## src/rtl/mdu_pkg.sv

```systemverilog
// Shared definitions for the MDU sequencer: op encodings, FSM states, default width.
package mdu_pkg;

    localparam int MDU_WIDTH = 32;

    typedef enum logic [2:0] {
        OP_MULT  = 3'd0,
        OP_MULTU = 3'd1,
        OP_DIV   = 3'd2,
        OP_DIVU  = 3'd3,
        OP_MTHI  = 3'd4,
        OP_MTLO  = 3'd5
    } mdu_op_e;

    typedef enum logic [1:0] {
        IDLE  = 2'd0,
        CALC  = 2'd1,
        FIXUP = 2'd2
    } mdu_state_e;

    function automatic logic op_is_iter(input mdu_op_e op);
        return (op == OP_MULT) || (op == OP_MULTU) || (op == OP_DIV) || (op == OP_DIVU);
    endfunction

    function automatic logic op_is_signed(input mdu_op_e op);
        return (op == OP_MULT) || (op == OP_DIV);
    endfunction

    function automatic logic op_is_div(input mdu_op_e op);
        return (op == OP_DIV) || (op == OP_DIVU);
    endfunction

endpackage

```

## src/rtl/mdu_iter_step.sv

```systemverilog
// One radix-2 iteration of the MDU datapath: shift-add multiply or restoring divide.
module mdu_iter_step
    import mdu_pkg::*;
#(
    parameter int WIDTH = MDU_WIDTH
) (
    input  logic               is_div_i,
    input  logic [2*WIDTH-1:0] acc_i,
    input  logic [2*WIDTH-1:0] opnd_i,
    input  logic [WIDTH-1:0]   mplier_i,
    output logic [2*WIDTH-1:0] acc_o,
    output logic [2*WIDTH-1:0] opnd_o,
    output logic [WIDTH-1:0]   mplier_o
);

    logic [WIDTH:0] rem_sh;
    logic [WIDTH:0] diff;

    // Divide keeps {remainder, dividend/quotient} in acc; divisor sits in opnd low half.
    assign rem_sh = {acc_i[2*WIDTH-1:WIDTH], acc_i[WIDTH-1]};
    assign diff   = rem_sh - {1'b0, opnd_i[WIDTH-1:0]};

    // NOTE: every output gets a default first so no path can infer a latch.
    always_comb begin
        acc_o    = acc_i;
        opnd_o   = opnd_i;
        mplier_o = mplier_i;
        if (is_div_i) begin
            if (!diff[WIDTH]) begin
                acc_o = {diff[WIDTH-1:0], acc_i[WIDTH-2:0], 1'b1};
            end else begin
                acc_o = {rem_sh[WIDTH-1:0], acc_i[WIDTH-2:0], 1'b0};
            end
        end else begin
            if (mplier_i[0]) begin
                acc_o = acc_i + opnd_i;
            end
            opnd_o   = opnd_i << 1;
            mplier_o = mplier_i >> 1;
        end
    end

endmodule

```

## src/rtl/mdu_sequencer.sv

```systemverilog
// Iterative MULT/DIV sequencer owning HI/LO; MDU_EARLY_EXIT_EN enables early multiply exit
// once the remaining multiplier bits are zero.
module mdu_sequencer
    import mdu_pkg::*;
#(
    parameter int WIDTH = MDU_WIDTH
) (
    input  logic             clk,
    input  logic             rst_n,
    input  logic             start_e,
    input  logic [2:0]       op_e,
    input  logic [WIDTH-1:0] srca_e,
    input  logic [WIDTH-1:0] srcb_e,
    input  logic             hazard_d,
    input  logic             kill_e,
    output logic             busy_o,
    output logic             stall_o,
    output logic             done_o,
    output logic [WIDTH-1:0] hi_o,
    output logic [WIDTH-1:0] lo_o
);

    localparam int CNT_W = $clog2(WIDTH);
    localparam logic [CNT_W-1:0] LAST_CNT = CNT_W'(WIDTH - 1);

    mdu_state_e         state_q, state_d;
    logic [CNT_W-1:0]   counter_q, counter_d;
    logic [2*WIDTH-1:0] acc_q, acc_d;
    logic [2*WIDTH-1:0] opnd_q, opnd_d;
    logic [WIDTH-1:0]   mplier_q, mplier_d;
    logic [WIDTH-1:0]   hi_q, hi_d;
    logic [WIDTH-1:0]   lo_q, lo_d;
    logic               is_div_q, is_div_d;
    logic               res_neg_q, res_neg_d;
    logic               rem_neg_q, rem_neg_d;
    logic               done_q, done_d;

    mdu_op_e            op;
    logic               sign_a, sign_b;
    logic [WIDTH-1:0]   mag_a, mag_b;
    logic [2*WIDTH-1:0] step_acc, step_opnd;
    logic [WIDTH-1:0]   step_mplier;
    logic               calc_last;
    logic [2*WIDTH-1:0] prod_fix;
    logic [WIDTH-1:0]   quo_fix, rem_fix;

    // Signed ops iterate on magnitudes; signs are reapplied in FIXUP.
    assign op     = mdu_op_e'(op_e);
    assign sign_a = op_is_signed(op) & srca_e[WIDTH-1];
    assign sign_b = op_is_signed(op) & srcb_e[WIDTH-1];
    assign mag_a  = sign_a ? -srca_e : srca_e;
    assign mag_b  = sign_b ? -srcb_e : srcb_e;

    mdu_iter_step #(.WIDTH(WIDTH)) u_step (
        .is_div_i (is_div_q),
        .acc_i    (acc_q),
        .opnd_i   (opnd_q),
        .mplier_i (mplier_q),
        .acc_o    (step_acc),
        .opnd_o   (step_opnd),
        .mplier_o (step_mplier)
    );

`ifdef MDU_EARLY_EXIT_EN
    assign calc_last = (counter_q == LAST_CNT) || (!is_div_q && (step_mplier == '0));
`else
    assign calc_last = (counter_q == LAST_CNT);
`endif

    assign prod_fix = res_neg_q ? -acc_q : acc_q;
    assign quo_fix  = res_neg_q ? -acc_q[WIDTH-1:0] : acc_q[WIDTH-1:0];
    assign rem_fix  = rem_neg_q ? -acc_q[2*WIDTH-1:WIDTH] : acc_q[2*WIDTH-1:WIDTH];

    always_comb begin
        state_d   = state_q;
        counter_d = counter_q;
        acc_d     = acc_q;
        opnd_d    = opnd_q;
        mplier_d  = mplier_q;
        hi_d      = hi_q;
        lo_d      = lo_q;
        is_div_d  = is_div_q;
        res_neg_d = res_neg_q;
        rem_neg_d = rem_neg_q;
        done_d    = 1'b0;

        unique case (state_q)
            IDLE: begin
                if (start_e && !kill_e) begin
                    if (op_is_iter(op)) begin
                        state_d   = CALC;
                        counter_d = '0;
                        is_div_d  = op_is_div(op);
                        res_neg_d = sign_a ^ sign_b;
                        rem_neg_d = sign_a;
                        if (op_is_div(op)) begin
                            acc_d    = {{WIDTH{1'b0}}, mag_a};
                            opnd_d   = {{WIDTH{1'b0}}, mag_b};
                            mplier_d = '0;
                        end else begin
                            acc_d    = '0;
                            opnd_d   = {{WIDTH{1'b0}}, mag_a};
                            mplier_d = mag_b;
                        end
                    end else if (op == OP_MTHI) begin
                        hi_d = srca_e;
                    end else if (op == OP_MTLO) begin
                        lo_d = srca_e;
                    end
                end
            end
            CALC: begin
                if (kill_e) begin
                    state_d = IDLE;
                end else begin
                    acc_d     = step_acc;
                    opnd_d    = step_opnd;
                    mplier_d  = step_mplier;
                    counter_d = counter_q + CNT_W'(1);
                    if (calc_last) begin
                        state_d = FIXUP;
                    end
                end
            end
            FIXUP: begin
                state_d = IDLE;
                if (!kill_e) begin
                    done_d = 1'b1;
                    if (is_div_q) begin
                        hi_d = rem_fix;
                        lo_d = quo_fix;
                    end else begin
                        hi_d = prod_fix[2*WIDTH-1:WIDTH];
                        lo_d = prod_fix[WIDTH-1:0];
                    end
                end
            end
            default: state_d = IDLE;
        endcase
    end

    // NOTE: state registers use non-blocking assignments so every flop samples pre-edge values.
    always_ff @(posedge clk or negedge rst_n) begin
        if (!rst_n) begin
            state_q   <= IDLE;
            counter_q <= '0;
            acc_q     <= '0;
            opnd_q    <= '0;
            mplier_q  <= '0;
            hi_q      <= '0;
            lo_q      <= '0;
            is_div_q  <= 1'b0;
            res_neg_q <= 1'b0;
            rem_neg_q <= 1'b0;
            done_q    <= 1'b0;
        end else begin
            state_q   <= state_d;
            counter_q <= counter_d;
            acc_q     <= acc_d;
            opnd_q    <= opnd_d;
            mplier_q  <= mplier_d;
            hi_q      <= hi_d;
            lo_q      <= lo_d;
            is_div_q  <= is_div_d;
            res_neg_q <= res_neg_d;
            rem_neg_q <= rem_neg_d;
            done_q    <= done_d;
        end
    end

    assign busy_o  = (state_q != IDLE);
    assign stall_o = busy_o & hazard_d;
    assign done_o  = done_q;
    assign hi_o    = hi_q;
    assign lo_o    = lo_q;

endmodule

```

## config.mk

```make
export PLATFORM = sky130hd
export DESIGN_NAME = mdu_sequencer
export DESIGN_NICKNAME = d
export VERILOG_FILES = /design/src/rtl/mdu_pkg.sv /design/src/rtl/mdu_iter_step.sv /design/src/rtl/mdu_sequencer.sv
export SDC_FILE = /design/constraint.sdc
export NUM_CORES = 1
export LEC_CHECK = 0
export ABC_CLOCK_PERIOD_IN_PS = 5500
export CAP_MARGIN = 20
export CELL_PAD_IN_SITES_DETAIL_PLACEMENT = 0
export CELL_PAD_IN_SITES_GLOBAL_PLACEMENT = 1
export CORE_MARGIN = 2
export CORE_UTILIZATION = 50
export CTS_BUF_LIST = sky130_fd_sc_hd__clkbuf_8
export CTS_CLUSTER_SIZE = 24
export DETAILED_ROUTE_END_ITERATION = 10
export PLACE_DENSITY_LB_ADDON = 0.05
export SLEW_MARGIN = 10
export SYNTH_ARGS = -nofsm -noshare
export SYNTH_HDL_FRONTEND = slang
export SYNTH_HIERARCHICAL = 1
export SYNTH_SLANG_ARGS = --single-unit
```

## constraint.sdc

```tcl
create_clock -name clk -period 5.5 [get_ports clk]
set_input_delay 1.1 -clock clk [delete_from_list [all_inputs] [get_ports clk]]
set_output_delay 1.1 -clock clk [all_outputs]
set_load 0.02 [all_outputs]
```

Word-level counts from Yosys, hierarchy flattened
Cells that the tools add are included.
W data, S select, Z words.
{"block": "op_classes", "mux": 49, "eq_ne": 19, "bitwise": 4, "reduce_logical": 19, "addsub": 8}
{"cell": "$mux W32", "count": 22}
{"cell": "$mux W64", "count": 11}
{"cell": "$pmux W64 S2", "count": 2}
{"cell": "$pmux W32 S2", "count": 3}
{"cell": "$neg A32 Y32", "count": 4}
{"cell": "$add A64 B64 Y64", "count": 1}
{"cell": "$neg A64 Y64", "count": 1}
{"cell": "$sub A33 B32 Y33", "count": 1}
{"cell": "$ne A2 B2 Y1 const B", "count": 9}
{"cell": "$mux W5", "count": 3}
{"cell": "$reduce_and A5 Y1", "count": 3}
{"cell": "$pmux W5 S2", "count": 1}
{"cell": "$mux W2", "count": 4}
{"cell": "$eq A3 B2 Y1 const B", "count": 2}
{"cell": "$eq A3 B3 Y1 const B", "count": 2}
{"cell": "$ne A3 B3 Y1 const B", "count": 2}
{"cell": "$reduce_and A3 Y1", "count": 2}
{"cell": "$reduce_and A6 Y1", "count": 1}
{"cell": "$reduce_bool A2 Y1", "count": 3}
{"cell": "$add A5 B1 Y5 const B", "count": 1}
{"cell": "$eq A5 B5 Y1 const B", "count": 1}
{"cell": "$logic_or A1 B1 Y1", "count": 5}
{"cell": "$pmux W2 S2", "count": 1}
{"cell": "$reduce_and A4 Y1", "count": 1}
{"cell": "other kinds (10)", "count": 13}
{"block": "word_totals", "regBits": 235, "input_bits": 72, "out_inout_bits": 67, "word_cells": 110}

Logic depth before layout (Yosys ltp)
Gate-level depths: netlist of run 1.
{"block": "logic_depth", "depth_word": 8, "depth_mapped": 17, "depth_no_buf": 16}

By module
The synthesis of run 1 kept the hierarchy.
{"module": "mdu_sequencer", "area_per_inst_um2": 13416.6, "cells_each": 1622, "instances": 1, "seq_area_each_um2": 5880.6}
{"module": "mdu_iter_step", "area_per_inst_um2": 8300.5, "cells_each": 1232, "instances": 1, "seq_area_each_um2": 0.0}

Worst setup path after synthesis of run 1
OpenSTA, ideal clock, no wires.
{"block": "synth_timing", "kind": "register to register", "start": "register acc_q[18]", "end": "register acc_q[60]", "path_slack_ns": 2.221, "path_stages_with_launch": 14, "path_buffers": 0, "t_arrival_ns": 3.162, "period_less_slack_ns": 3.279, "setup_time_ns": 0.117, "t_required_ns": 5.383, "path_cell_list": "dfrtp_1 ha_1 nand2_2 or3_4 or4_4 o2bb2ai_4 a211oi_4 o41ai_4 a31oi_2 o21ai_1 xor2_1 a221o_1 nand3_1 nand2_1"}
{"block": "synth_via", "elab_chain_cells": 5}
{"element": "from (decl)", "line": "mdu_sequencer.sv:28", "source": "logic [2*WIDTH-1:0] acc_q, acc_d;"}
{"element": "from (signal assigned)", "line": "mdu_sequencer.sv:147", "source": "acc_q <= '0;"}
{"element": "from (signal assigned)", "line": "mdu_sequencer.sv:159", "source": "acc_q <= acc_d;"}
{"element": "$add A64 B64 Y64", "line": "mdu_iter_step.sv:36", "source": "acc_o = acc_i + opnd_i;"}
{"element": "$mux W64", "line": "mdu_iter_step.sv:35", "source": "if (mplier_i[0]) begin"}
{"element": "$mux W64", "line": "mdu_iter_step.sv:28", "source": "if (is_div_i) begin"}
{"element": "named net step_acc[60]", "line": "mdu_sequencer.sv:41", "source": "logic [2*WIDTH-1:0] step_acc, step_opnd;"}
{"element": "$mux W64", "line": "mdu_sequencer.sv:113", "source": "if (kill_e) begin"}
{"element": "$pmux W64 S2", "line": "mdu_sequencer.sv:87", "source": "unique case (state_q)"}
The timed path passes the listed nets, and every way through them passes these cells. The select of a mux whose other input is x is not followed.
A chain may end at the register's enable or synchronous reset.

Worst setup path after layout of run 1
{"block": "layout_timing", "start": "register opnd_q[0]", "end": "register acc_q[58]"}
{"block": "layout_via", "elab_chain_cells": 5, "elab_cells_between_ends": 7, "classes_between": "add/sub: 2; mux: 5"}
{"element": "from (decl)", "line": "mdu_sequencer.sv:29", "source": "logic [2*WIDTH-1:0] opnd_q, opnd_d;"}
{"element": "from (signal assigned)", "line": "mdu_sequencer.sv:160", "source": "opnd_q <= opnd_d;"}
{"element": "$add A64 B64 Y64 / $sub A33 B32 Y33 (equally long branches)", "line": "mdu_iter_step.sv:36, mdu_iter_step.sv:21"}
{"element": "$mux W64 (on tied branches)", "line": "mdu_iter_step.sv:35, mdu_iter_step.sv:29"}
{"element": "$mux W64 *", "line": "mdu_iter_step.sv:28"}
{"element": "named net step_acc[58]", "line": "mdu_sequencer.sv:41"}
{"element": "$mux W64 *", "line": "mdu_sequencer.sv:113"}
{"element": "$pmux W64 S2 *", "line": "mdu_sequencer.sv:87"}
Mark *: on every way through the listed nets, which the timed path passes. The rest lies on a longest branch. The select of a mux whose other input is x is not followed.

==> Implementation_results.wiki, run 1 <==
{| class="wikitable"
! Metric !! Value
|-
| Setup CP Type || flip-flop to flip-flop
|-
| Post-route fraction of the period consumed by the critical path || 78.9%
|-
| Detailed-route wire length per cell || 23.8 µm
|-
| Number of placed instances with taps included || 3429
|-
| VDD IR-drop max || 247 µV
|-
| Post-Layout Cell Count || 3509
|-
| Switch share || 44.3%
|-
| Startpoint type of the worst setup path || flip-flop
|-
| Ratio of cells with drive above 1 in the final layout || 8.18%
|-
| Cell count after synthesis || 2854
|-
| Reported leakage power || 10.9 nW
|-
| Maximum root-to-sink buffer count || 3
|-
| Post-synthesis instance area || 21700 µm²
|-
| Setup skew after layout || 0.0282 ns
|-
| Total die area || 45100 µm²
|-
| Number of maximum-capacitance constraint violations || 0
|-
| Number of CTS-inserted buffers || 45
|-
| Setup TNS after final layout || 0 ns
|-
| Syn avg cell area || 7.61 µm²
|-
| Syn_nets || 3029
|-
| Final #Nets || 3066
|-
| GRT overflow || 0
|-
| Data required time of the critical path || 6.07 ns
|-
| Effective utilization at floorplan || 50.5%
|-
| Synth async-reset ratio || 100%
|-
| Worst-path fanout max || 5
|-
| Number of global-route vias before repair || 20600
|-
| Worst endpoint data arrival time || 4.91 ns
|-
| Slack of the worst reg-to-reg path || 1.16 ns
|-
| Proportion of netlist area held by the largest area contributor || 27.1%
|-
| Routed Antenna Nets || 0
|-
| Number of rows created at floorplan || 76
|-
| Layout Cell Area excl Fill || 24500 µm²
|-
| Number of warnings issued by yosys || 6
|-
| Die extent in x || 212 µm
|-
| Fillers || 4118
|-
| Routed WL || 83500 µm
|-
| Wire length of the first global-routing pass || 125000 µm
|-
| Area growth from synthesis to final layout || 12.8%
|-
| Number of gates given a new drive strength after cts || 0
|-
| Run status || completed
|-
| Pwr/cell area || 338 nW/µm²
|-
| Number of setup violations in the final report || 0
|-
| Final weighted congestion in routability-driven placement || 0.995
|-
| Clock power frac || 22.9%
|-
| Ports || 139
|-
| Period minus WS final || 4.34 ns
|-
| Pins Over Slew Limit || 0
|-
| Element type at the critical path end || flip-flop
|-
| Combined area of the multi-input logic cells || 14800 µm²
|-
| Antenna violations before repair || 1
|-
| Clock tree from TritonCTS || yes
|-
| Die height || 212 µm
|-
| Power Internal || 0.00460 W
|-
| Combinational fraction of design power || 47.8%
|-
| Sink count of the clock tree || 235
|-
| Setup repair after global routing missed its margin || no
|-
| Area inside the core boundary || 43000 µm²
|-
| Post-CTS Hold Buffers || 0
|-
| Number of distinct standard cells referenced by the synthesized netlist || 91
|-
| CTS clk-pin slew, worst paths || 0.07 ns
|-
| Yosys reg bits || 235
|-
| Leading area contributor after synthesis || dfrtp_1
|-
| DRC violations left || 0
|-
| Most area-consuming cells after synthesis || dfrtp_1 (27%), nand2_1 (7.4%), a21oi_1 (5.9%)
|-
| Drt first-iter violations || 2947
|-
| First-pass DRT Iterations || 6
|-
| NetSw || 0.00367 W
|-
| H-Tree Depth || 2
|-
| Fraction of power consumed by sequential logic || 29.3%
|-
| Vias post-DR || 22400
|-
| Area occupied by registers || 5890 µm²
|-
| Hold violation total from the final report || 0
|-
| Later-pin clock latency in the skew report || 0.65 ns
|-
| Placed Instance Area || 23500 µm²
|-
| Worst hold path type || flip-flop to flip-flop
|-
| Normalized max-slew margin || 24.4%
|-
| PortBufs || 138
|-
| F_max || 0.230 GHz
|-
| Post-CTS setup buffers || 0
|-
| Maximum number of pins on one net before global-route repair || 172
|-
| Count of flip-flops with a built-in enable after synthesis || 0
|-
| Average via count per standard cell || 6.40
|-
| Slew @ Worst Pin || 1.13 ns
|-
| Share of the yosys chip area belonging to registers || 27.1%
|-
| Most used flip-flop cell after synthesis || dfrtp_1
|-
| Combined global-route utilization of all metal layers || 36.4%
|-
| Clock tree root driver cell || clkbuf_8
|-
| Post-detailed-placement half-perimeter wirelength || 62400 µm
|}
cells in the final DEF, fill, tap and decap left out, types with 55 or more instances in the layout:
cell | Yosys | final
clkbuf_8 | 0 | 55
a21o_1 | 62 | 62
o21ai_0 | 235 | 235
nand2_1 | 430 | 430
nand3_1 | 102 | 102
inv_1 | 80 | 91
mux2_2 | 72 | 72
nor2_1 | 233 | 232
xnor2_1 | 121 | 121
xor2_1 | 77 | 77
a21oi_1 | 255 | 254
clkdlybuf4s50_1 | 0 | 137
ha_1 | 101 | 101
dfrtp_1 | 235 | 233
power by group through the flow:
stage          logic [W]  clock network [W]  registers, W
4_1_cts          0.00386            0.00192       0.00241
5_1_grt          0.00427            0.00199       0.00246
2_1_floorplan    0.00254                  0       0.00242
3_5_place_dp     0.00384                  0       0.00244
6_report         0.00396            0.00189       0.00242
3_3_place_gp     0.00381                  0       0.00242
synthesized netlist by cell type (15+ instances only):
library cell	n
a211oi_1	32
a21o_1	62
a21oi_1	255
a221oi_1	39
a31oi_1	32
and2_1	16
and3_1	27
buf_1	23
clkbuf_1	160
dfrtp_1	235
ha_1	101
inv_1	80
mux2_2	72
mux2i_1	46
nand2_1	430
nand2b_1	15
nand3_1	102
nand4_1	27
nor2_1	233
nor2b_1	32
nor3_1	51
nor4_1	21
o211ai_1	17
o21a_1	20
o21ai_0	235
o21bai_1	22
o221ai_1	26
o31ai_1	34
or3_1	26
or4_1	17
xnor2_1	121
xor2_1	77
final cells by class:
cell class / count / share of cell area (%)
repair buffers: 181 / 7.23
flip-flops and latches: 235 / 24.0
diodes: 1 / 0.0102
multi-input cells: 2348 / 60.6
clock inverters: 24 / 0.782
clock buffers: 55 / 3.09
well taps: 585 / 2.99
inverters: 80 / 1.23
stage by stage:
| stage | setup slack (ns) | power (W) | utilization [%] | hold WS, ns |
|---|---|---|---|---|
| global placement | 1.17 | 0.00623 | 54.8 | 0.459 |
| finish | 1.16 | 0.00827 | 57.0 | 0.476 |
| CTS | 1.25 | 0.00819 | 57.0 | 0.481 |
| floorplan | 2.22 | 0.00495 | - | 0.445 |
| global route | 0.922 | 0.00872 | 57.0 | 0.502 |
| detailed placement | 1.29 | 0.00628 | 54.8 | 0.469 |
metal layers:
layer	track usage, %	part of all wire (%)	routed length [µm]	vias to the layer above
li1	-	-	-	10400
met1	53.6	45	37700	10800
met2	51.5	41	34100	1140
met3	7.22	9.6	7990	160
met4	15.3	4.5	3720	0
met5	0	0	0	-
kinds of logic after synthesis:
logic type,after synthesis,share of synthesized area (%)
and+or+nand+nor,1039,22.1
AOI/OAI and AO/OA,890,26.2
buffers and inverters,271,4.77
DFF,235,27.1
xor gates and xnor gates,198,7.99
muxes,118,5.85
adders and majority gates,103,6.00
critical path: stages, from the launching register on:
cell	delay, ns
dfrtp_1	0.48
ha_1	0.27
fa_1	0.41
a21oi_1	0.19
o21ai_0	0.21
a21o_1	0.25
a211oi_1	0.27
o21ba_2	0.30
o31a_2	0.25
o21ai_1	0.10
a2111oi_0	0.92
o31ai_1	0.19
nor3b_1	0.21
nand3_1	0.09
nand2_1	0.10
registers in the layout, indices dropped and copies added (netlist names):
signal     cells
mplier_q      32
rem_neg_q      1
counter_q      5
acc_q         64
lo_o          32
done_o         1
res_neg_q      1
hi_o          32
state_q        2
opnd_q        64
is_div_q       1
path summary, 6_finish.rpt:
path | end | cells past startpoint | startpoint
min in group asynchronous | hi_o[16]$_DFFE_PN0P_ | 1 | rst_n
max | acc_q[58]$_DFFE_PN0P_ | 14 | opnd_q[0]$_DFFE_PN0P_
min reg2reg | lo_o[12]$_DFFE_PN0P_ | 2 | lo_o[12]$_DFFE_PN0P_
max in group asynchronous | acc_q[4]$_DFFE_PN0P_ | 2 | rst_n
max reg2reg | acc_q[58]$_DFFE_PN0P_ | 14 | opnd_q[0]$_DFFE_PN0P_
min | lo_o[12]$_DFFE_PN0P_ | 2 | lo_o[12]$_DFFE_PN0P_
No activity file was read; power rests on OpenSTA's default activity.
==> run 2, diff against run 1 <==
--- a/config.mk
+++ b/config.mk
@@ -5,12 +5,12 @@
 export SDC_FILE = /design/constraint.sdc
 export NUM_CORES = 1
 export LEC_CHECK = 0
-export ABC_CLOCK_PERIOD_IN_PS = 5500
+export ABC_CLOCK_PERIOD_IN_PS = 3700
 export CAP_MARGIN = 20
 export CELL_PAD_IN_SITES_DETAIL_PLACEMENT = 0
 export CELL_PAD_IN_SITES_GLOBAL_PLACEMENT = 1
 export CORE_MARGIN = 2
-export CORE_UTILIZATION = 50
+export CORE_UTILIZATION = 42
 export CTS_BUF_LIST = sky130_fd_sc_hd__clkbuf_8
 export CTS_CLUSTER_SIZE = 24
 export DETAILED_ROUTE_END_ITERATION = 10
==> constraint.sdc (replaced) <==
create_clock -name clk -period 3.7 [get_ports clk]
set_input_delay 0.74 -clock clk [delete_from_list [all_inputs] [get_ports clk]]
set_output_delay 0.74 -clock clk [all_outputs]
set_load 0.02 [all_outputs]
==> Implementation_results.wiki, run 2 (synthesized netlist as in run 1, its figures left out) <==
{| class="wikitable"
! Metric !! Value
|-
| VDD IR-drop max || 401 µV
|-
| Pins Over Slew Limit || 0
|-
| Ports || 139
|-
| Combinational fraction of design power || 50.5%
|-
| Largest registers || acc_q (64), opnd_q (64)
|-
| Fillers || 5018
|-
| Number of CTS-inserted buffers || 49
|-
| Post-detailed-placement half-perimeter wirelength || 72900 µm
|-
| Clock tree from TritonCTS || yes
|-
| Wire length of the first global-routing pass || 140000 µm
|-
| Clock power frac || 24.2%
|-
| Maximum number of pins on one net before global-route repair || 152
|-
| Setup TNS after final layout || 0 ns
|-
| Total die area || 53500 µm²
|-
| Number of cells on the worst hold path || 2
|-
| Number of setup violations in the final report || 0
|-
| Combined global-route utilization of all metal layers || 34.5%
|-
| Commonest cells after routing, fill and taps aside || nand2_1 (430), a21oi_1 (249), buf_4 (245), nor2_1 (233), o21ai_0 (231)
|-
| Setup CP Type || flip-flop to flip-flop
|-
| Run status || completed
|-
| Met2 Routed Length || 39100 µm
|-
| Number of maximum-capacitance constraint violations || 0
|-
| Worst hold path type || flip-flop to flip-flop
|-
| Fraction of power consumed by sequential logic || 25.3%
|-
| Drt first-iter violations || 2406
|-
| Power Internal || 0.00765 W
|-
| First-pass DRT Iterations || 8
|-
| Data required time of the critical path || 4.29 ns
|-
| Worst-path fanout max || 3
|-
| Final core utilization || 52.2%
|-
| Post-Layout Cell Count || 3830
|-
| Later-pin clock latency in the skew report || 0.66 ns
|-
| Cell at the slowest stage of the critical path || fa_1
|-
| Clock tree root driver cell || clkbuf_8
|-
| Number of global-route vias before repair || 21800
|-
| Pwr/cell area || 505 nW/µm²
|-
| Met1 wire length || 42500 µm
|-
| Antenna violations before repair || 3
|-
| Number of placed instances with taps included || 3731
|-
| NetSw || 0.00583 W
|-
| PortBufs || 138
|-
| Startpoint type of the worst setup path || flip-flop
|-
| Worst endpoint data arrival time || 4.19 ns
|-
| Element type at the critical path end || flip-flop
|-
| Detailed-route wire length per cell || 24.7 µm
|-
| Average via count per standard cell || 6.15
|-
| Post-route fraction of the period consumed by the critical path || 97.5%
|-
| Final weighted congestion in routability-driven placement || 0.967
|-
| Slew @ Worst Pin || 1.04 ns
|-
| DR WL met3 || 8480 µm
|-
| H-Tree Depth || 2
|-
| Ratio of cells with drive above 1 in the final layout || 15.9%
|-
| Die extent in x || 231 µm
|-
| CTS clk-pin slew, worst paths || 0.06 ns
|-
| Stage delay of the slowest cell on the critical path || 0.39 ns
|-
| Uppermost signal routing layer after detailed routing || met4
|-
| Depth of the worst register-to-register path || 16
|-
| Routed Antenna Nets || 0
|-
| Most common cell after layout, fill and taps aside || nand2_1
|-
| DRC violations left || 0
|-
| Hold violation total from the final report || 0
|-
| Sink count of the clock tree || 235
|-
| Cell-by-cell listing of the critical path || inv_1 -> ha_1 -> inv_1 -> fa_1 -> a211oi_2 -> o211ai_1 -> a31oi_1 -> o21ai_0 -> a21o_1 -> a21o_1 -> a21oi_1 -> xnor2_1 -> mux2i_1 -> a21oi_1 -> nand3_1 -> nand2_1
|-
| Final #Nets || 3286
|-
| Setup skew after layout || 0.0221 ns
|-
| Vias post-DR || 23600
|-
| Final Power || 0.0135 W
|-
| Normalized max-slew margin || 30.7%
|-
| GRT overflow || 0
|-
| Number of rows created at floorplan || 83
|-
| Combined area of the multi-input logic cells || 15100 µm²
|-
| Period minus WS final || 3.61 ns
|-
| F_max || 0.277 GHz
|-
| Die height || 231 µm
|-
| Maximum root-to-sink buffer count || 3
|-
| Area occupied by registers || 5890 µm²
|-
| Final worst hold slack || 0.479 ns
|-
| Effective utilization at floorplan || 42.4%
|-
| Area growth from synthesis to final layout || 23.0%
|-
| Area inside the core boundary || 51200 µm²
|-
| Reported leakage power || 12.1 nW
|-
| Switch share || 43.3%
|-
| Routed WL || 94800 µm
|}
run 2: changes by cell type in the layout (fill, tap and decap cells not counted), moves of 4 or more:
cell	before	now
a21oi_1	254	249
a21oi_2	0	5
buf_12	5	13
buf_4	38	245
bufinv_16	3	7
dfrtp_1	233	229
dfrtp_2	1	5
ha_1	101	87
ha_2	0	9
ha_4	0	5
o21ai_0	235	231
run 2: final timing paths:
| kind | start | endpoint | slack, ns |
|---|---|---|---|
| worst max-delay path | acc_q[31]$_DFFE_PN0P_ | acc_q[48]$_DFFE_PN0P_ | 0.09 |
| worst min-delay path | lo_o[15]$_DFFE_PN0P_ | lo_o[15]$_DFFE_PN0P_ | 0.48 |
| worst max register to register | acc_q[31]$_DFFE_PN0P_ | acc_q[48]$_DFFE_PN0P_ | 0.09 |
| worst min register to register | lo_o[15]$_DFFE_PN0P_ | lo_o[15]$_DFFE_PN0P_ | 0.48 |
| max in group asynchronous | rst_n | opnd_q[16]$_DFFE_PN0P_ | 2.22 |
| min in group asynchronous | rst_n | hi_o[5]$_DFFE_PN0P_ | 0.61 |
run 2: final cells by class:
cell class,count,share of cell area (%)
multi-input cells,2348,56.4
flip-flops and latches,235,22.0
repair buffers,397,13.1
well taps,680,3.18
clock buffers,58,2.99
clock inverters,31,1.18
inverters,80,1.12
diodes,1,0.00937
run 2: repair_timing:
action                                 in CTS  in global routing
gates resized for setup                     3                 49
buffers inserted                            0                  8
endpoints found under the hold margin       2                  0
setup endpoints to repair                   2                 28
hold buffers                                1                  0
pin swaps                                   0                  7
run 2: routing by layer:
metal  up-vias  GRT usage (%)
li1      10800              -
met1     11400           49.6
met2      1134           49.4
met3       166           6.55
met4         0           16.1
met5         -              0
run 2: metrics by stage:
step                instance area [µm²]  setup slack, ns
floorplan                         21700            0.421
global placement                  25300          -0.0921
detailed placement                25300           -0.171
CTS                               26400         0.000537
global route                      26700          -0.0201
finish                            26700           0.0938
run 2: worst max-delay path: cells and delay by family, from the launching register on:
family / cells / cell delay (ns)
compound gates: 8 / 1.95
mux: 1 / 0.11
simple gates: 2 / 0.20
buf+inv: 2 / 0.14
flops: 1 / 0.37
fa+ha+maj: 2 / 0.58
xor+xnor: 1 / 0.20
run 2: power groups by stage:
stage | Clock (W) | Combinational (W) | Sequential [W]
floorplan | 0 | 0.00377 | 0.00359
global placement | 0 | 0.00649 | 0.00341
detailed placement | 0 | 0.00651 | 0.00343
CTS | 0.00332 | 0.00655 | 0.00339
global route | 0.00341 | 0.00730 | 0.00346
finish | 0.00326 | 0.00681 | 0.00341
